===== config.mk =====
export PLATFORM = sky130hd
export DESIGN_NAME = alu_issue_stage
export DESIGN_NICKNAME = d
export VERILOG_FILES = /design/src/rtl/alu_issue_stage.sv
export SDC_FILE = /design/constraint.sdc
export NUM_CORES = 1
export LEC_CHECK = 0
export ABC_AREA = 1
export CORE_AREA = 2 2 143 145
export CTS_BUF_LIST = sky130_fd_sc_hd__clkbuf_4 sky130_fd_sc_hd__clkbuf_8
export CTS_CLUSTER_SIZE = 8
export DETAILED_ROUTE_END_ITERATION = 16
export DIE_AREA = 0 0 145 147
export GPL_TIMING_DRIVEN = 0
export SETUP_SLACK_MARGIN = 0.2
export SYNTH_ARGS = -nofsm -noshare
export SYNTH_HDL_FRONTEND = slang
export SYNTH_SLANG_ARGS = --single-unit

===== constraint.sdc =====
create_clock -name clk -period 2.7 [get_ports clk]
set_input_delay 0.54 -clock clk [delete_from_list [all_inputs] [get_ports clk]]
set_output_delay 0.54 -clock clk [all_outputs]
set_load 0.01 [all_outputs]

===== src/rtl/alu_issue_stage.sv =====
// ID/EX issue register: decodes a MIPS instruction into ALU operation, operands and control flags,
// with stall/flush handling and a free-running count of issued instructions.
module alu_issue_stage #(
  parameter int CNT_W = 32
) (
  input  logic             clk,
  input  logic             rst,
  input  logic             in_valid,
  input  logic [31:0]      instr,
  input  logic [31:0]      rs_data,
  input  logic [31:0]      rt_data,
  input  logic             stall,
  input  logic             flush,
  output logic             out_valid,
  output logic [31:0]      alu_a,
  output logic [31:0]      alu_b,
  output logic [3:0]       alu_op,
  output logic             wr_en,
  output logic [4:0]       wr_reg,
  output logic             mem_rd,
  output logic             mem_wr,
  output logic             is_branch,
  output logic             is_jump,
  output logic             illegal,
  output logic [CNT_W-1:0] issued_cnt
);

  localparam logic [3:0] OP_ADD  = 4'd0;
  localparam logic [3:0] OP_ADDU = 4'd1;
  localparam logic [3:0] OP_SUB  = 4'd2;
  localparam logic [3:0] OP_SUBU = 4'd3;
  localparam logic [3:0] OP_AND  = 4'd4;
  localparam logic [3:0] OP_OR   = 4'd5;
  localparam logic [3:0] OP_XOR  = 4'd6;
  localparam logic [3:0] OP_NOR  = 4'd7;
  localparam logic [3:0] OP_SLL  = 4'd8;
  localparam logic [3:0] OP_SRL  = 4'd9;
  localparam logic [3:0] OP_SRA  = 4'd10;
  localparam logic [3:0] OP_LUI  = 4'd11;
  localparam logic [3:0] OP_SLTI = 4'd12;
  localparam logic [3:0] OP_SLT  = 4'd13;
  localparam logic [3:0] OP_MUL  = 4'd14;
  localparam logic [3:0] OP_NONE = 4'd15;

  // instruction fields; the rs index is unused because rs_data arrives already read
  logic [5:0]  opcode;
  logic [5:0]  funct;
  logic [4:0]  rt_f;
  logic [4:0]  rd_f;
  logic [4:0]  shamt;
  logic [15:0] imm;
  logic [31:0] imm_sext;
  logic [31:0] imm_zext;
  logic        unused_rs_field;

  assign opcode          = instr[31:26];
  assign rt_f            = instr[20:16];
  assign rd_f            = instr[15:11];
  assign shamt           = instr[10:6];
  assign funct           = instr[5:0];
  assign imm             = instr[15:0];
  assign imm_sext        = {{16{imm[15]}}, imm};
  assign imm_zext        = {16'b0, imm};
  assign unused_rs_field = ^instr[25:21];

  logic [3:0]  dec_op;
  logic [31:0] dec_a;
  logic [31:0] dec_b;
  logic        dec_wr_en;
  logic [4:0]  dec_wr_reg;
  logic        dec_mem_rd;
  logic        dec_mem_wr;
  logic        dec_branch;
  logic        dec_jump;
  logic        dec_illegal;

  always_comb begin
    dec_op      = OP_NONE;
    dec_a       = '0;
    dec_b       = '0;
    dec_wr_en   = 1'b0;
    dec_wr_reg  = '0;
    dec_mem_rd  = 1'b0;
    dec_mem_wr  = 1'b0;
    dec_branch  = 1'b0;
    dec_jump    = 1'b0;
    dec_illegal = 1'b0;

    case (opcode)
      6'd0: begin
        dec_a      = rs_data;
        dec_b      = rt_data;
        dec_wr_en  = 1'b1;
        dec_wr_reg = rd_f;
        case (funct)
          6'd32:   dec_op = OP_ADD;
          6'd33:   dec_op = OP_ADDU;
          6'd34:   dec_op = OP_SUB;
          6'd35:   dec_op = OP_SUBU;
          6'd36:   dec_op = OP_AND;
          6'd37:   dec_op = OP_OR;
          6'd38:   dec_op = OP_XOR;
          6'd39:   dec_op = OP_NOR;
          6'd42:   dec_op = OP_SLT;
          // the ALU shifts B by A, so the shift amount rides on operand A
          6'd0: begin
            dec_op = OP_SLL;
            dec_a  = {27'b0, shamt};
          end
          6'd2: begin
            dec_op = OP_SRL;
            dec_a  = {27'b0, shamt};
          end
          6'd3: begin
            dec_op = OP_SRA;
            dec_a  = {27'b0, shamt};
          end
          6'd8: begin
            dec_op     = OP_NONE;
            dec_a      = '0;
            dec_b      = '0;
            dec_wr_en  = 1'b0;
            dec_wr_reg = '0;
            dec_jump   = 1'b1;
          end
          default: dec_illegal = 1'b1;
        endcase
      end
      6'd28: begin
        if (funct == 6'd2) begin
          dec_op     = OP_MUL;
          dec_a      = rs_data;
          dec_b      = rt_data;
          dec_wr_en  = 1'b1;
          dec_wr_reg = rd_f;
        end else begin
          dec_illegal = 1'b1;
        end
      end
      6'd8, 6'd9, 6'd10: begin
        dec_a      = rs_data;
        dec_b      = imm_sext;
        dec_wr_en  = 1'b1;
        dec_wr_reg = rt_f;
        case (opcode)
          6'd8:    dec_op = OP_ADD;
          6'd9:    dec_op = OP_ADDU;
          default: dec_op = OP_SLTI;
        endcase
      end
      6'd12, 6'd13, 6'd14: begin
        dec_a      = rs_data;
        dec_b      = imm_zext;
        dec_wr_en  = 1'b1;
        dec_wr_reg = rt_f;
        case (opcode)
          6'd12:   dec_op = OP_AND;
          6'd13:   dec_op = OP_OR;
          default: dec_op = OP_XOR;
        endcase
      end
      6'd15: begin
        dec_op     = OP_LUI;
        dec_b      = imm_zext;
        dec_wr_en  = 1'b1;
        dec_wr_reg = rt_f;
      end
      6'd35: begin
        dec_op     = OP_ADD;
        dec_a      = rs_data;
        dec_b      = imm_sext;
        dec_mem_rd = 1'b1;
        dec_wr_en  = 1'b1;
        dec_wr_reg = rt_f;
      end
      6'd43: begin
        dec_op     = OP_ADD;
        dec_a      = rs_data;
        dec_b      = imm_sext;
        dec_mem_wr = 1'b1;
      end
      6'd4, 6'd5: begin
        dec_op     = OP_SUBU;
        dec_a      = rs_data;
        dec_b      = rt_data;
        dec_branch = 1'b1;
      end
      6'd2: dec_jump = 1'b1;
      6'd3: begin
        dec_jump   = 1'b1;
        dec_wr_en  = 1'b1;
        dec_wr_reg = 5'd31;
      end
      default: dec_illegal = 1'b1;
    endcase

    // r0 is hardwired, so a write there is never a real write
    if (dec_wr_reg == 5'd0) begin
      dec_wr_en = 1'b0;
    end

    if (dec_illegal) begin
      dec_op     = OP_NONE;
      dec_a      = '0;
      dec_b      = '0;
      dec_wr_en  = 1'b0;
      dec_wr_reg = '0;
      dec_mem_rd = 1'b0;
      dec_mem_wr = 1'b0;
      dec_branch = 1'b0;
      dec_jump   = 1'b0;
    end
  end

  logic             valid_q,   valid_d;
  logic [31:0]      alu_a_q,   alu_a_d;
  logic [31:0]      alu_b_q,   alu_b_d;
  logic [3:0]       alu_op_q,  alu_op_d;
  logic             wr_en_q,   wr_en_d;
  logic [4:0]       wr_reg_q,  wr_reg_d;
  logic             mem_rd_q,  mem_rd_d;
  logic             mem_wr_q,  mem_wr_d;
  logic             branch_q,  branch_d;
  logic             jump_q,    jump_d;
  logic             illegal_q, illegal_d;
  logic [CNT_W-1:0] cnt_q,     cnt_d;

  // flush beats stall; an idle ID slot also becomes a bubble
  always_comb begin
    valid_d   = valid_q;
    alu_a_d   = alu_a_q;
    alu_b_d   = alu_b_q;
    alu_op_d  = alu_op_q;
    wr_en_d   = wr_en_q;
    wr_reg_d  = wr_reg_q;
    mem_rd_d  = mem_rd_q;
    mem_wr_d  = mem_wr_q;
    branch_d  = branch_q;
    jump_d    = jump_q;
    illegal_d = illegal_q;
    cnt_d     = cnt_q;

    if (flush || (!stall && !in_valid)) begin
      valid_d   = 1'b0;
      alu_a_d   = '0;
      alu_b_d   = '0;
      alu_op_d  = OP_NONE;
      wr_en_d   = 1'b0;
      wr_reg_d  = '0;
      mem_rd_d  = 1'b0;
      mem_wr_d  = 1'b0;
      branch_d  = 1'b0;
      jump_d    = 1'b0;
      illegal_d = 1'b0;
    end else if (!stall) begin
      valid_d   = 1'b1;
      alu_a_d   = dec_a;
      alu_b_d   = dec_b;
      alu_op_d  = dec_op;
      wr_en_d   = dec_wr_en;
      wr_reg_d  = dec_wr_reg;
      mem_rd_d  = dec_mem_rd;
      mem_wr_d  = dec_mem_wr;
      branch_d  = dec_branch;
      jump_d    = dec_jump;
      illegal_d = dec_illegal;
      cnt_d     = cnt_q + CNT_W'(1);
    end
  end

  always_ff @(posedge clk) begin
    if (rst) begin
      valid_q   <= 1'b0;
      alu_a_q   <= '0;
      alu_b_q   <= '0;
      alu_op_q  <= OP_NONE;
      wr_en_q   <= 1'b0;
      wr_reg_q  <= '0;
      mem_rd_q  <= 1'b0;
      mem_wr_q  <= 1'b0;
      branch_q  <= 1'b0;
      jump_q    <= 1'b0;
      illegal_q <= 1'b0;
      cnt_q     <= '0;
    end else begin
      valid_q   <= valid_d;
      alu_a_q   <= alu_a_d;
      alu_b_q   <= alu_b_d;
      alu_op_q  <= alu_op_d;
      wr_en_q   <= wr_en_d;
      wr_reg_q  <= wr_reg_d;
      mem_rd_q  <= mem_rd_d;
      mem_wr_q  <= mem_wr_d;
      branch_q  <= branch_d;
      jump_q    <= jump_d;
      illegal_q <= illegal_d;
      cnt_q     <= cnt_d;
    end
  end

  assign out_valid  = valid_q;
  assign alu_a      = alu_a_q;
  assign alu_b      = alu_b_q;
  assign alu_op     = alu_op_q;
  assign wr_en      = wr_en_q;
  assign wr_reg     = wr_reg_q;
  assign mem_rd     = mem_rd_q;
  assign mem_wr     = mem_wr_q;
  assign is_branch  = branch_q;
  assign is_jump    = jump_q;
  assign illegal    = illegal_q;
  assign issued_cnt = cnt_q;

endmodule


# ---- After elaboration in Yosys (flattened, before gate mapping)
# Cells that the tools add are included.
dict set report totals {
  ramBits 0
  output_inout_bits 112
  rom_bits 0
  memories 0
  latch_bits 0
  regBits 112
}
dict set report op_classes {
  reduce_logical 22
  n_mux 35
  eq_ne 26
  addsub 1
  multipliers 0
  bitwise_logic 2
  div_mod_pow 0
  n_shift 0
  magnitude_cmp 0
}
# cell n
set op_table {}
lappend op_table {{$mux 32} 5}
lappend op_table {{$pmux 32 s5} 1}
lappend op_table {{$pmux 32 s3} 1}
lappend op_table {{$eq 6x6->1 const B} 11}
lappend op_table {{$pmux 32 s2} 1}
lappend op_table {{$eq 6x4->1 const B} 8}
lappend op_table {{$pmux 4 s12} 1}
lappend op_table {{$add 32x1->32 const B} 1}
lappend op_table {{$pmux 4 s7} 1}
lappend op_table {{$reduce_or 13->1} 2}
lappend op_table {{$eq 6x2->1 const B} 4}
lappend op_table {{$pmux 5 s4} 1}
lappend op_table {{$mux 1} 15}
lappend op_table {{$mux 5} 3}
lappend op_table {{$eq 6x3->1 const B} 2}
lappend op_table {{$logic_not 6->1} 2}
lappend op_table {{$reduce_or 10->1} 1}
lappend op_table {{$reduce_or 3->1} 3}
lappend op_table {{$reduce_or 9->1} 1}
lappend op_table {{$pmux 4 s2} 1}
lappend op_table {{$reduce_or 2->1} 4}
lappend op_table {{$reduce_or 8->1} 1}
lappend op_table {{$eq 6x5->1 const B} 1}
lappend op_table {{$pmux 1 s3} 2}
lappend op_table {{11 further kinds} 13}

# ---- Longest topological paths before layout
dict set report logic_depth {
  depth_word 6
  depth_mapped 12
  depth_no_buf 12
}

# ---- Least setup slack after synthesis
# No wires, ideal clock.
dict set report synth_timing {
  path_type {input to register}
  startpoint {in stall}
  endpoint {reg cnt_q[25] (netlist: issued_cnt[25])}
  path_stages 9
  setup_ns 0.116
  arrival_time_ns 1.726
  t_required_ns 2.584
  setup_slack_ns 0.858
  cell_sequence {buf_2 -> nor3_4 -> nand2_1 -> nor2_4 -> nand3_1 -> nor3_1 -> nand3_1 -> nand2_1 -> a21oi_1}
}
dict set report synth_via {
  elab_chain_cells 5
  word_cells_on_any_way 6
  classes_between {bitwise (2); reduce/logical (4)}
}
# element line_no
set synth_lines {}
lappend synth_lines {{start, declared} 12} ;# input logic stall,
lappend synth_lines {{$logic_not 1->1} -}
lappend synth_lines {{$logic_and 1x1->1} 243} ;# if (flush || (!stall && !in_valid)) begin
lappend synth_lines {{$logic_or 1x1->1} 243}
lappend synth_lines {{$not 1->1 (no line)} -}
lappend synth_lines {{$reduce_and 2->1 (no line) *} -}
lappend synth_lines {{end signal, assigned} 297} ;# cnt_q <= cnt_d;
lappend synth_lines {{end, declared} 226} ;# logic [CNT_W-1:0] cnt_q, cnt_d;
# Mark *: on every way between the ends. The rest lies on a longest branch, timed or not.
# A chain may end at the register's enable or synchronous reset.

# ---- Final worst setup path
dict set report layout_timing {
  startpoint {in instr[1]}
  endpoint {reg wr_en_q (netlist: wr_en)}
}
dict set report layout_via {
  elab_chain_cells 6
  word_cells_on_any_way 26
  classes_between {eq/ne (12); mux (11); reduce/logical (3)}
}
# element line_no
set layout_lines {}
lappend layout_lines {{start, declared} 9} ;# input logic [31:0] instr,
lappend layout_lines {{$eq 6x2->1 or $eq 6x4->1 (tied branches)} {95, 130}}
lappend layout_lines {{$mux 5 (on tied branches)} {130, 95}}
lappend layout_lines {{$pmux 5 s4} 89} ;# case (opcode)
lappend layout_lines {{$logic_not 5->1} 198} ;# if (dec_wr_reg == 5'd0) begin
lappend layout_lines {{$mux 1} 198}
lappend layout_lines {{$mux 1 *} 202} ;# if (dec_illegal) begin
lappend layout_lines {{end signal, assigned} 290} ;# wr_en_q <= wr_en_d;
lappend layout_lines {{end, declared} 219} ;# logic wr_en_q, wr_en_d;
# Marked as above.

==> out/qor.txt <==
RSZ-0062 raised after global routing: false
Count of different cell masters after synthesis: 43
Critical path class: input port to flop
Pins over their slew limit: 0
Most common cell on crit path: nor2_1
Die W: 145 um
Cts bufs inserted: 9
FF-to-FF setup slack: 0.60 ns
Critical Path End: wr_en$_SDFFE_PP0N_
Warnings, synthesis: 0
PnR worst setup slack: 0.3434 ns
Fraction of layout cells with a size suffix above 1: 0.07394
Row count: 52
Placed cell areas: 8204 um^2
GR Util met1: 0.2470
Htree depth: 3
Setup crit start kind: input port
Core area: 19840 um^2
Period minus WS final: 2.357 ns
Cell count of the worst reg-to-reg path: 10
Final core occ: 0.4225
DP Wirelength: 16.52 mm
Crit Reg-Reg Endpoint: issued_cnt[22]$_SDFFE_PP0P_
CP Data Arrival Time: 2.69 ns
R2R Path Start: issued_cnt[5]$_SDFFE_PP0P_
Max Freq: 424.3 MHz
Clk_lat worst skew: 0.40 ns
Most frequent cells in the layout: nand2_1 (227), clkdlybuf4s50_1 (205), dfxtp_1 (112), a21oi_1 (94), o21ai_0 (68)
Register bit total from synthesis: 112
Final net count: 1181
Dpl ws: -0.05124 ns
Syn nets: 965
Final hold slack: 0.4685 ns
Status: finished, final reports clean
M3 GR Usage: 0.05311
Routed vias/inst: 4.837
Via count: 6540
Max Buffers Root-to-Sink: 2
PortBufs: 205
Gr ovfl total: 0
Skew final: 0.008814 ns
Post-DRT Antenna Nets: 0
Final instance area: 8384 um^2
Post-synthesis sequential area ratio: 0.3856
DRT Pass-1 Iters: 7
Syn Std Cell Area: 5814 um^2
Clock Sink Count: 112
Gpl congestion: 0.8819
DRC viols: 0
Synthesis-to-finish area growth: 44.20%
Pwr Density: 365.7 nW/um^2
Die area: 21320 um^2
Vias in the first global route: 6192
Setup TNS: 0 ns
Post-Route WL: 21.20 mm
Crit share post-route: 0.8728
GR peak layer: met2
Critical path startpoint: instr[1]
First-pass GRT wire length: 33.37 mm
Drt wl/cell: 15.68 um
Max FO, Critical Path: 10
Rel. slew slack: 0.5542
Post-synthesis cell count: 863
DRT iter0 DRCs: 392
Clk slew on worst S/H paths: 0.12 ns
Worst Path Required: 3.04 ns
I/O pin count: 213
Starting Density: 0.2930
IR drop worst, VDD: 0.1964 mV
Initial antenna violation count: 2
Critical path capture point type: flop
Max-cap violations: 0
Avg Inst Size Synth: 6.737 um^2
Met2 GRT Util: 0.3326
GRT Util Overall: 0.1968
Largest net degree at the start of global routing: 19
Die span in y: 147 um
Cell Chain, Critical Path: clkdlybuf4s50_1 -> inv_1 -> nor2_1 -> nand3_1 -> inv_1 -> nand2_1 -> nand2_2 -> buf_2 -> nor2_1 -> nor2_1 -> o21ai_1 -> a21oi_1
Hold Path Class: flop to flop
Leak: 0.003030 uW
Final hold violation count: 0
Worst path max stage delay: 0.53 ns
Worst path slowest cell: clkdlybuf4s50_1
CTS tree: done
# diodes: 0
Root buf cell: clkbuf_8
Final setup vio count: 0
Worst-margin pin slew: 0.6687 ns
Leading cell type in the layout, fill and taps excluded: nand2_1
through the flow:
stage / instances / power (uW)
final: 1352 / 3066
after global routing: 1352 / 3208
after CTS: 1352 / 3105
after detailed placement: 1338 / 2130
after global placement: 1338 / 2130
after floorplan: 863 / 1894
critical path, delay by kind of cell:
family | cells | cell delay, ns
compound gates | 2 | 0.28
buf+inv | 4 | 1.07
simple gates | 6 | 0.79
synthesized netlist by cell type (all sizes together):
| library cell | number | area (um^2) |
|---|---|---|
| a211oi | 5 | 37.54 |
| a21oi | 103 | 545.5 |
| a31oi | 2 | 12.51 |
| and2 | 1 | 8.760 |
| and3 | 1 | 6.260 |
| buf | 16 | 108.8 |
| clkbuf | 27 | 101.4 |
| clkinv | 1 | 3.750 |
| dfxtp | 112 | 2242 |
| ha | 1 | 12.51 |
| inv | 71 | 266.5 |
| nand2 | 243 | 957.2 |
| nand3 | 56 | 290.3 |
| nand3b | 2 | 18.77 |
| nand4 | 42 | 277.8 |
| nor2 | 77 | 360.3 |
| nor3 | 19 | 111.4 |
| nor3b | 1 | 7.510 |
| nor4 | 3 | 18.77 |
| o2111ai | 1 | 8.760 |
| o211ai | 1 | 7.510 |
| o21a | 3 | 22.52 |
| o21ai | 71 | 355.3 |
| o22ai | 1 | 6.260 |
| xnor2 | 2 | 17.52 |
| xor2 | 1 | 8.760 |
what timing repair did:
action	CTS	global route
hold buffers	0	0
gates resized for setup	0	3
setup buffers	0	0
setup endpoints to repair	0	30
report_power, final:
part / switching (uW) / internal, uW / total (uW) / leakage, uW
logic: 236 / 195 / 430 / 0.00205
clock network: 636 / 336 / 973 / 0.0000757
registers: 4.64 / 1660 / 1660 / 0.000903
total: 877 / 2190 / 3070 / 0.00303
logic make-up after synthesis:
group / share of synthesized area
and+or+nand+nor: 0.3538
AOI/OAI and AO/OA: 0.1713
buffers and inverters: 0.08263
DFF: 0.3856
xor gates and xnor gates: 0.004520
adders and majority gates: 0.002152
routing by layer:
| metal | vias to the layer above | wire length (um) |
|---|---|---|
| met5 | - | 30 |
| met4 | 4 | 457 |
| met3 | 30 | 1370 |
| met2 | 176 | 10100 |
| met1 | 3015 | 9233 |
| li1 | 3315 | - |
cell type report:
type / count / area, um^2
fill: 2081 / 11460
multi-input combinational: 636 / 3105
sequential: 112 / 2242
timing repair buffer: 205 / 2052
tap: 270 / 337.8
inverter: 72 / 270.3
buffer: 43 / 210.2
clock buffer: 9 / 123.9
clock inverter: 5 / 42.54
worst min-delay path by stage:
stage	start	endpoint	depth (start not counted)
5_1_grt	alu_a[15]$_SDFFE_PP0N_	alu_a[15]$_SDFFE_PP0N_	2
3_3_place_gp	alu_a[25]$_SDFFE_PP0N_	alu_a[25]$_SDFFE_PP0N_	2
4_1_cts	alu_b[13]$_SDFFE_PP0N_	alu_b[13]$_SDFFE_PP0N_	2
3_5_place_dp	alu_b[13]$_SDFFE_PP0N_	alu_b[13]$_SDFFE_PP0N_	2
2_1_floorplan	wr_reg[0]$_SDFFE_PP0N_	wr_reg[0]$_SDFFE_PP0N_	2
6_report	alu_b[13]$_SDFFE_PP0N_	alu_b[13]$_SDFFE_PP0N_	2
Note: power is estimated with default switching activity, not from simulation.
